==> src/rtl/engine_frame_sequencer.sv <==
// Frame sequencer: walks each channel of an input frame through gain, pipeline
// tick/settle, pipeline-ready gating and mixing, then publishes the output frame.
module engine_frame_sequencer #(
    parameter int data_width       = 16,
    parameter int n_frame_channels = 2,
    parameter int n_pipelines      = 2,
    parameter int timeout_cycles   = 4096,
    parameter int ctr_width        = 64,
    localparam int ch_width = (n_frame_channels > 1) ? $clog2(n_frame_channels) : 1,
    localparam int wd_width = $clog2(timeout_cycles + 1)
) (
    input  logic                                   clk,
    input  logic                                   reset,
    input  logic [n_frame_channels*data_width-1:0] in_frame,
    input  logic                                   sample_ready,
    output logic                                   ready,
    output logic                                   gain_req,
    output logic [data_width-1:0]                  gain_sample,
    input  logic                                   gain_valid,
    input  logic [data_width-1:0]                  gain_result,
    output logic                                   pipeline_tick,
    output logic [data_width-1:0]                  pipeline_sample,
    output logic [ch_width-1:0]                    pipeline_channel,
    input  logic [n_pipelines-1:0]                 pipeline_ready,
    input  logic [n_pipelines-1:0]                 pipeline_mask,
    output logic                                   mix_req,
    input  logic                                   mix_valid,
    input  logic [data_width-1:0]                  mix_result,
    output logic [n_frame_channels*data_width-1:0] out_frame,
    output logic                                   out_valid,
    output logic [ctr_width-1:0]                   frame_ctr,
    output logic                                   overrun,
    output logic                                   timeout,
    input  logic                                   clear_flags
);

    localparam logic [2:0] s_idle   = 3'd0;
    localparam logic [2:0] s_gain   = 3'd1;
    localparam logic [2:0] s_tick   = 3'd2;
    localparam logic [2:0] s_settle = 3'd3;
    localparam logic [2:0] s_proc   = 3'd4;
    localparam logic [2:0] s_mix    = 3'd5;
    localparam logic [2:0] s_done   = 3'd6;

    localparam logic [ch_width-1:0] last_channel = ch_width'(n_frame_channels - 1);
    localparam logic [wd_width-1:0] wd_limit     = wd_width'(timeout_cycles - 1);

    logic [2:0]                            state;
    logic [n_frame_channels*data_width-1:0] frame_reg;
    logic [wd_width-1:0]                   wd_count;
    logic                                  wait_state;
    logic                                  pipes_ok;
    logic                                  stage_event;
    logic                                  wd_fire;
    logic                                  advance;
    logic [data_width-1:0]                 slot_value;

    assign gain_sample = frame_reg[pipeline_channel*data_width +: data_width];
    assign pipes_ok    = &(pipeline_ready | ~pipeline_mask);
    assign wait_state  = (state == s_gain) || (state == s_proc) || (state == s_mix);

    always_comb begin
        stage_event = 1'b0;
        case (state)
            s_gain:  stage_event = gain_valid;
            s_proc:  stage_event = pipes_ok;
            s_mix:   stage_event = mix_valid;
            default: stage_event = 1'b0;
        endcase
        // A real response in the last allowed cycle beats the watchdog.
        wd_fire    = wait_state && !stage_event && (wd_count == wd_limit);
        advance    = wd_fire || ((state == s_mix) && mix_valid);
        slot_value = wd_fire ? '0 : mix_result;
    end

    always_ff @(posedge clk or posedge reset) begin
        if (reset) begin
            state            <= s_idle;
            frame_reg        <= '0;
            wd_count         <= '0;
            ready            <= 1'b1;
            gain_req         <= 1'b0;
            pipeline_tick    <= 1'b0;
            pipeline_sample  <= '0;
            pipeline_channel <= '0;
            mix_req          <= 1'b0;
            out_frame        <= '0;
            out_valid        <= 1'b0;
            frame_ctr        <= '0;
            overrun          <= 1'b0;
            timeout          <= 1'b0;
        end else begin
            // NOTE: strobes default low each cycle and are raised only by the transition that owns them.
            gain_req      <= 1'b0;
            pipeline_tick <= 1'b0;
            mix_req       <= 1'b0;
            out_valid     <= 1'b0;
            wd_count      <= wait_state ? wd_count + 1'b1 : '0;

            if (sample_ready && state != s_idle) overrun <= 1'b1;
            else if (clear_flags)                overrun <= 1'b0;
            if (wd_fire)          timeout <= 1'b1;
            else if (clear_flags) timeout <= 1'b0;

            if (advance) begin
                out_frame[pipeline_channel*data_width +: data_width] <= slot_value;
                if (pipeline_channel == last_channel) begin
                    out_valid <= 1'b1;
                    state     <= s_done;
                end else begin
                    pipeline_channel <= pipeline_channel + 1'b1;
                    gain_req         <= 1'b1;
                    wd_count         <= '0;
                    state            <= s_gain;
                end
            end else begin
                case (state)
                    s_idle: if (sample_ready) begin
                        frame_reg        <= in_frame;
                        pipeline_channel <= '0;
                        ready            <= 1'b0;
                        gain_req         <= 1'b1;
                        frame_ctr        <= frame_ctr + 1'b1;
                        state            <= s_gain;
                    end
                    s_gain: if (gain_valid) begin
                        pipeline_sample <= gain_result;
                        pipeline_tick   <= 1'b1;
                        state           <= s_tick;
                    end
                    s_tick:   state <= s_settle;
                    s_settle: state <= s_proc;
                    s_proc: if (pipes_ok) begin
                        mix_req  <= 1'b1;
                        wd_count <= '0;
                        state    <= s_mix;
                    end
                    s_done: begin
                        ready <= 1'b1;
                        state <= s_idle;
                    end
                    default: state <= state;
                endcase
            end
        end
    end

endmodule

==> config.mk <==
export PLATFORM = sky130hd
export DESIGN_NAME = engine_frame_sequencer
export DESIGN_NICKNAME = d
export VERILOG_FILES = /design/src/rtl/engine_frame_sequencer.sv
export SDC_FILE = /design/constraint.sdc
export NUM_CORES = 1
export LEC_CHECK = 0
export BUFFER_PORTS_ARGS = -buffer_cell sky130_fd_sc_hd__buf_4
export CORE_ASPECT_RATIO = 1.5
export CORE_MARGIN = 2
export CORE_UTILIZATION = 52
export DETAILED_ROUTE_END_ITERATION = 10
export GPL_TIMING_DRIVEN = 0
export PLACE_DENSITY = 0.9
export SLEW_MARGIN = 10
export SYNTH_ARGS = -nofsm -noshare
export SYNTH_HDL_FRONTEND = slang
export SYNTH_SLANG_ARGS = --single-unit
==> constraint.sdc <==
create_clock -name clk -period 6.1 [get_ports clk]
set_input_delay 0 -clock clk [delete_from_list [all_inputs] [get_ports clk]]
set_output_delay 0 -clock clk [all_outputs]
set_load 0.02 [all_outputs]
==> summary.txt <==
GRT
  – Number of antenna violations at the first check in global routing: 1
  – Global-route wire length before repair: about 33,000 um
  – Residual overflow from global routing: 0
  – Largest net degree at the start of global routing: 103
  – Total Routing Usage GR: 28.0%
  – Number of global-route vias before repair: approximately 6,500

Critical path
  – Buffer and inverter count on the worst path: 2
  – Worst r2r src: state[0]$_DFFE_PP0P_
  – Worst setup SP type: flop
  – CP Class: flop to flop
  – Critical path, cell by cell: buf_2 -> nand2b_1 -> or4b_1 -> a2111oi_4 -> o21ai_1 -> clkbuf_1 -> o21ai_0
  – Reg-to-reg slack, setup: around 3.2 ns
  – Family with the most delay on the worst path: compound AO/OA/AOI/OAI gates
  – Worst setup EP type: flop
  – Cell count of the worst reg-to-reg path: 7
  – Critical Path RT: roughly 6.4 ns
  – Reg2Reg Capture Point: out_frame[13]$_DFFE_PP0P_
  – Maximum cell stage delay along the critical path: about 0.56 ns
  – Data arrival time of the worst path: around 3.1 ns
  – Critical path peak fanout: 10
  – Slowest-stage cell, CP: sky130_fd_sc_hd__or4b_1

Timing
  – Hold Fails Final Rpt: 0
  – Final worst-path cycle share: 46.8%
  – RSZ-0062 raised after global routing: false
  – Worst-case clock skew: ~0.011 ns
  – Highest clock rate: approximately 0.35 GHz
  – Max-Slew Margin vs Limit: 31.3%
  – Hold WS: ~0.051 ns
  – Final Max Slew Viols: 0
  – Post-layout min period: between 2 and 3 ns
  – Slew at the pin closest to its max-slew limit: a little over 1 ns
  – Final Setup Violations: 0

Final layout
  – Final instance area: 10,200 um2
  – Area added between synthesis and finish: 42.4%
  – Number of filler cells placed in the layout: between 800 and 900
  – Number of flip-flops under the largest register name: 64
  – Fin cells: ~1,200
  – Most frequent cells in the layout: sky130_fd_sc_hd__buf_4, sky130_fd_sc_hd__nand2_1, sky130_fd_sc_hd__dfrtp_1, sky130_fd_sc_hd__dlygate4sd3_1, sky130_fd_sc_hd__xnor2_1
  – Area of combinational cells with multiple inputs: around 2800 um2
  – Most common cell after layout, fill and taps aside: sky130_fd_sc_hd__buf_4
  – Utilization of the core after routing: approximately three quarters
  – Nets: roughly 1,100
  – Fraction of layout cells with a size suffix above 1: 29.9%
  – Area taken by flip-flops and latches: between 4000 and 5000 um2

Route
  – Routed via count: a little over 6,000
  – DRT Pass-1 Iters: 5
  – Violation count after the first detailed-route iteration: between 200 and 300
  – Number of nets with antenna violations after detailed routing: 0
  – Vias per cell: 5.38
  – Overall routed net length: a little over 20,000 um
  – Routed wire per std cell: 17.6 um
  – Post-detailed-route DRC marker count: 0

Power
  – Reg power frac: about two fifths
  – Cell Pwr Density: between 400 and 500 nW/um2
  – Switching fraction of total power: 36.2%
  – Power Total: just over 0.004 W
  – Internal Dissipation: approximately 0.0026 W
  – Highest ir drop seen on vdd: ~0.25 mV
  – Proportion of power drawn by combinational gates: 36.4%
  – Clock network fraction of design power: between 20% and 30%
  – Leakage Power: 5.15 nW
  – Switching power summed over all nets: around 0.0015 W

Logic synthesis
  – Mapped Avg Cell Area: approximately 11 um2
  – Top flip-flop cell by instance count after synthesis: sky130_fd_sc_hd__dfrtp_1
  – Main combinational cell family by area after synthesis: simple AND/OR/NAND/NOR gates
  – Total number of yosys warnings: 0
  – Simple-gate share of the synthesized area: approximately a fifth
  – Total of flip-flops plus latches after synthesis: between 150 and 200
  – Synthesized netlist net count: between 700 and 800
  – Share of synthesized cell area in full adder, half adder and majority cells: 0.348%
  – Async set-reset flop share out of synthesis: 100%
  – Synth top area cells: sky130_fd_sc_hd__dfrtp_1, sky130_fd_sc_hd__nand2_1, sky130_fd_sc_hd__xnor2_1
  – Count of distinct cell types in the synthesized netlist: 48
  – Synth Area in XOR/XNOR: under 10%
  – Count of flip-flops with a built-in enable after synthesis: 0
  – Top cell type's share of synthesized area: around 58%
  – Count of mapped cells out of synthesis: a little under 700
  – Post-synthesis mux area share: roughly 5%
  – Complex-gate fraction of the synthesized area: around 4.6%
  – Post-synthesis cell area: 7200 um2
  – Dominant cell type by area after synthesis: sky130_fd_sc_hd__dfrtp_1
  – Post-synthesis sequential area ratio: around 58%

Outcome
  – Result of the run: complete, no violations

CTS
  – CTS root buffer: sky130_fd_sc_hd__clkbuf_16
  – Clock latency of the later-clocked register in the worst-skew pair: approximately 0.41 ns
  – Number of H-tree levels: 4
  – Number of buffers created by CTS: 17
  – Number of buffers between clock root and the deepest sink: 2
  – Clock sink count: 168
  – Resize count post-CTS: 0
  – Clock edge transition at the registers on the reported setup and hold paths: about 0.070 ns
  – Clock tree from TritonCTS: built

Die
  – Core Region: 13,500 um2
  – Effective utilization at floorplan: around 53%
  – Chip Width: about 100 um
  – # rows: 52
  – Total I/O pin count: 210
  – Die height: between 100 and 150 um
  – Die Footprint: 14,800 um2

Placed design
  – Routability cong.: around 0.84
  – DPL Wire Length: between 10,000 and 15,000 um
  – Instance area at placement: 9000 um2
  – Placed Cells incl. Taps: roughly 1,100
  – IO Port Bufs: 209

Hold path
  – Hold path depth: 4
  – Endpoint of the worst hold-timing path: state[2]$_DFFE_PP0P_
  – Startpoint of the worst hold path: gain_valid
  – Worst Hold Class: input port to flop

Run
  – Maxcap violations: 0
[tightest hold or removal path, delay by kind of cell]
family / cells / cell delay (ns)
buffers and inverters: 1 / 0.10
AO/OA/AOI/OAI: 2 / 0.28
AND/OR/NAND/NOR: 1 / 0.04
[metal layers]
layer	share of wire (%)	routed length (um)	vias to the layer above	global-route usage (%)
met5	0	0	-	0
met4	4.5	921	0	14.4
met3	4.4	895	61	5.08
met2	54	10900	212	49.1
met1	37	7550	3061	32.4
li1	-	-	2877	-
[cell families after synthesis]
logic type,Yosys count
AND/OR/NAND/NOR,308
multiplexers,32
flip-flops,168
AO/OA/AOI/OAI,56
buffers and inverters,42
XOR/XNOR,74
adder cells (fa/ha/maj),2
[power by group through the flow]
stage	clock, W	sequential, W	combinational [W]
finish	0.00104	0.00158	0.00150
global route	0.00110	0.00162	0.00161
CTS	0.00105	0.00157	0.00148
detailed placement	0	0.00159	0.00144
global placement	0	0.00157	0.00140
floorplan	0	0.00177	0.000636
[timing repair]
action,CTS,global route
setup buffers,0,0
hold buffers,67,0
endpoints found under the hold margin,149,0
[metrics by stage]
stage / TNS, ns / setup WS (ns)
floorplan: 0 / 1.55
global placement: -33.37 / -0.206
detailed placement: 0 / 3.36
CTS: 0 / 3.27
global route: 0 / 3.05
finish: 0 / 3.25
[area by class of cell]
class                      count  share of cell area, %
timing repair buffer         277                   22.1
multi-input combinational    472                   27.5
clock buffer                  20                   4.46
inverter                      12                  0.513
sequential                   168                   41.0
antenna                        1                 0.0244
clock inverter                12                   1.10
buffer                        30                   1.26
tap                          162                   1.98
[how the worst max path moves through the flow]
stage | depth (start not counted) | from | slack [ns] | endpoint
finish | 7 | state[0]$_DFFE_PP0P_ | 3.25 | out_frame[13]$_DFFE_PP0P_
global route | 6 | state[2]$_DFFE_PP0P_ | 3.05 | frame_ctr[41]$_DFFE_PP0P_
CTS | 6 | state[2]$_DFFE_PP0P_ | 3.27 | frame_ctr[37]$_DFFE_PP0P_
detailed placement | 6 | state[2]$_DFFE_PP0P_ | 3.36 | frame_ctr[37]$_DFFE_PP0P_
global placement | 2 | reset | -0.21 | out_frame[29]$_DFFE_PP0P_
floorplan | 1 | reset | 1.55 | frame_ctr[0]$_DFFE_PP0P_
[synth_stat cells, types with 3 or more instances]
cell type and n:
sky130_fd_sc_hd__dfrtp_1 167, sky130_fd_sc_hd__o21ai_1 3, sky130_fd_sc_hd__nand2_1 171, sky130_fd_sc_hd__inv_1 12
sky130_fd_sc_hd__a21oi_1 7, sky130_fd_sc_hd__nor3_1 6, sky130_fd_sc_hd__xnor2_1 53, sky130_fd_sc_hd__nand3_1 32
sky130_fd_sc_hd__and4_1 5, sky130_fd_sc_hd__and3_1 23, sky130_fd_sc_hd__nand4_1 17, sky130_fd_sc_hd__mux2_2 32
sky130_fd_sc_hd__xor2_1 20, sky130_fd_sc_hd__buf_2 7, sky130_fd_sc_hd__nor2b_1 6, sky130_fd_sc_hd__nor2_1 28
sky130_fd_sc_hd__o21ai_0 37, sky130_fd_sc_hd__clkbuf_1 20
(Power assumes the default switching activity.)
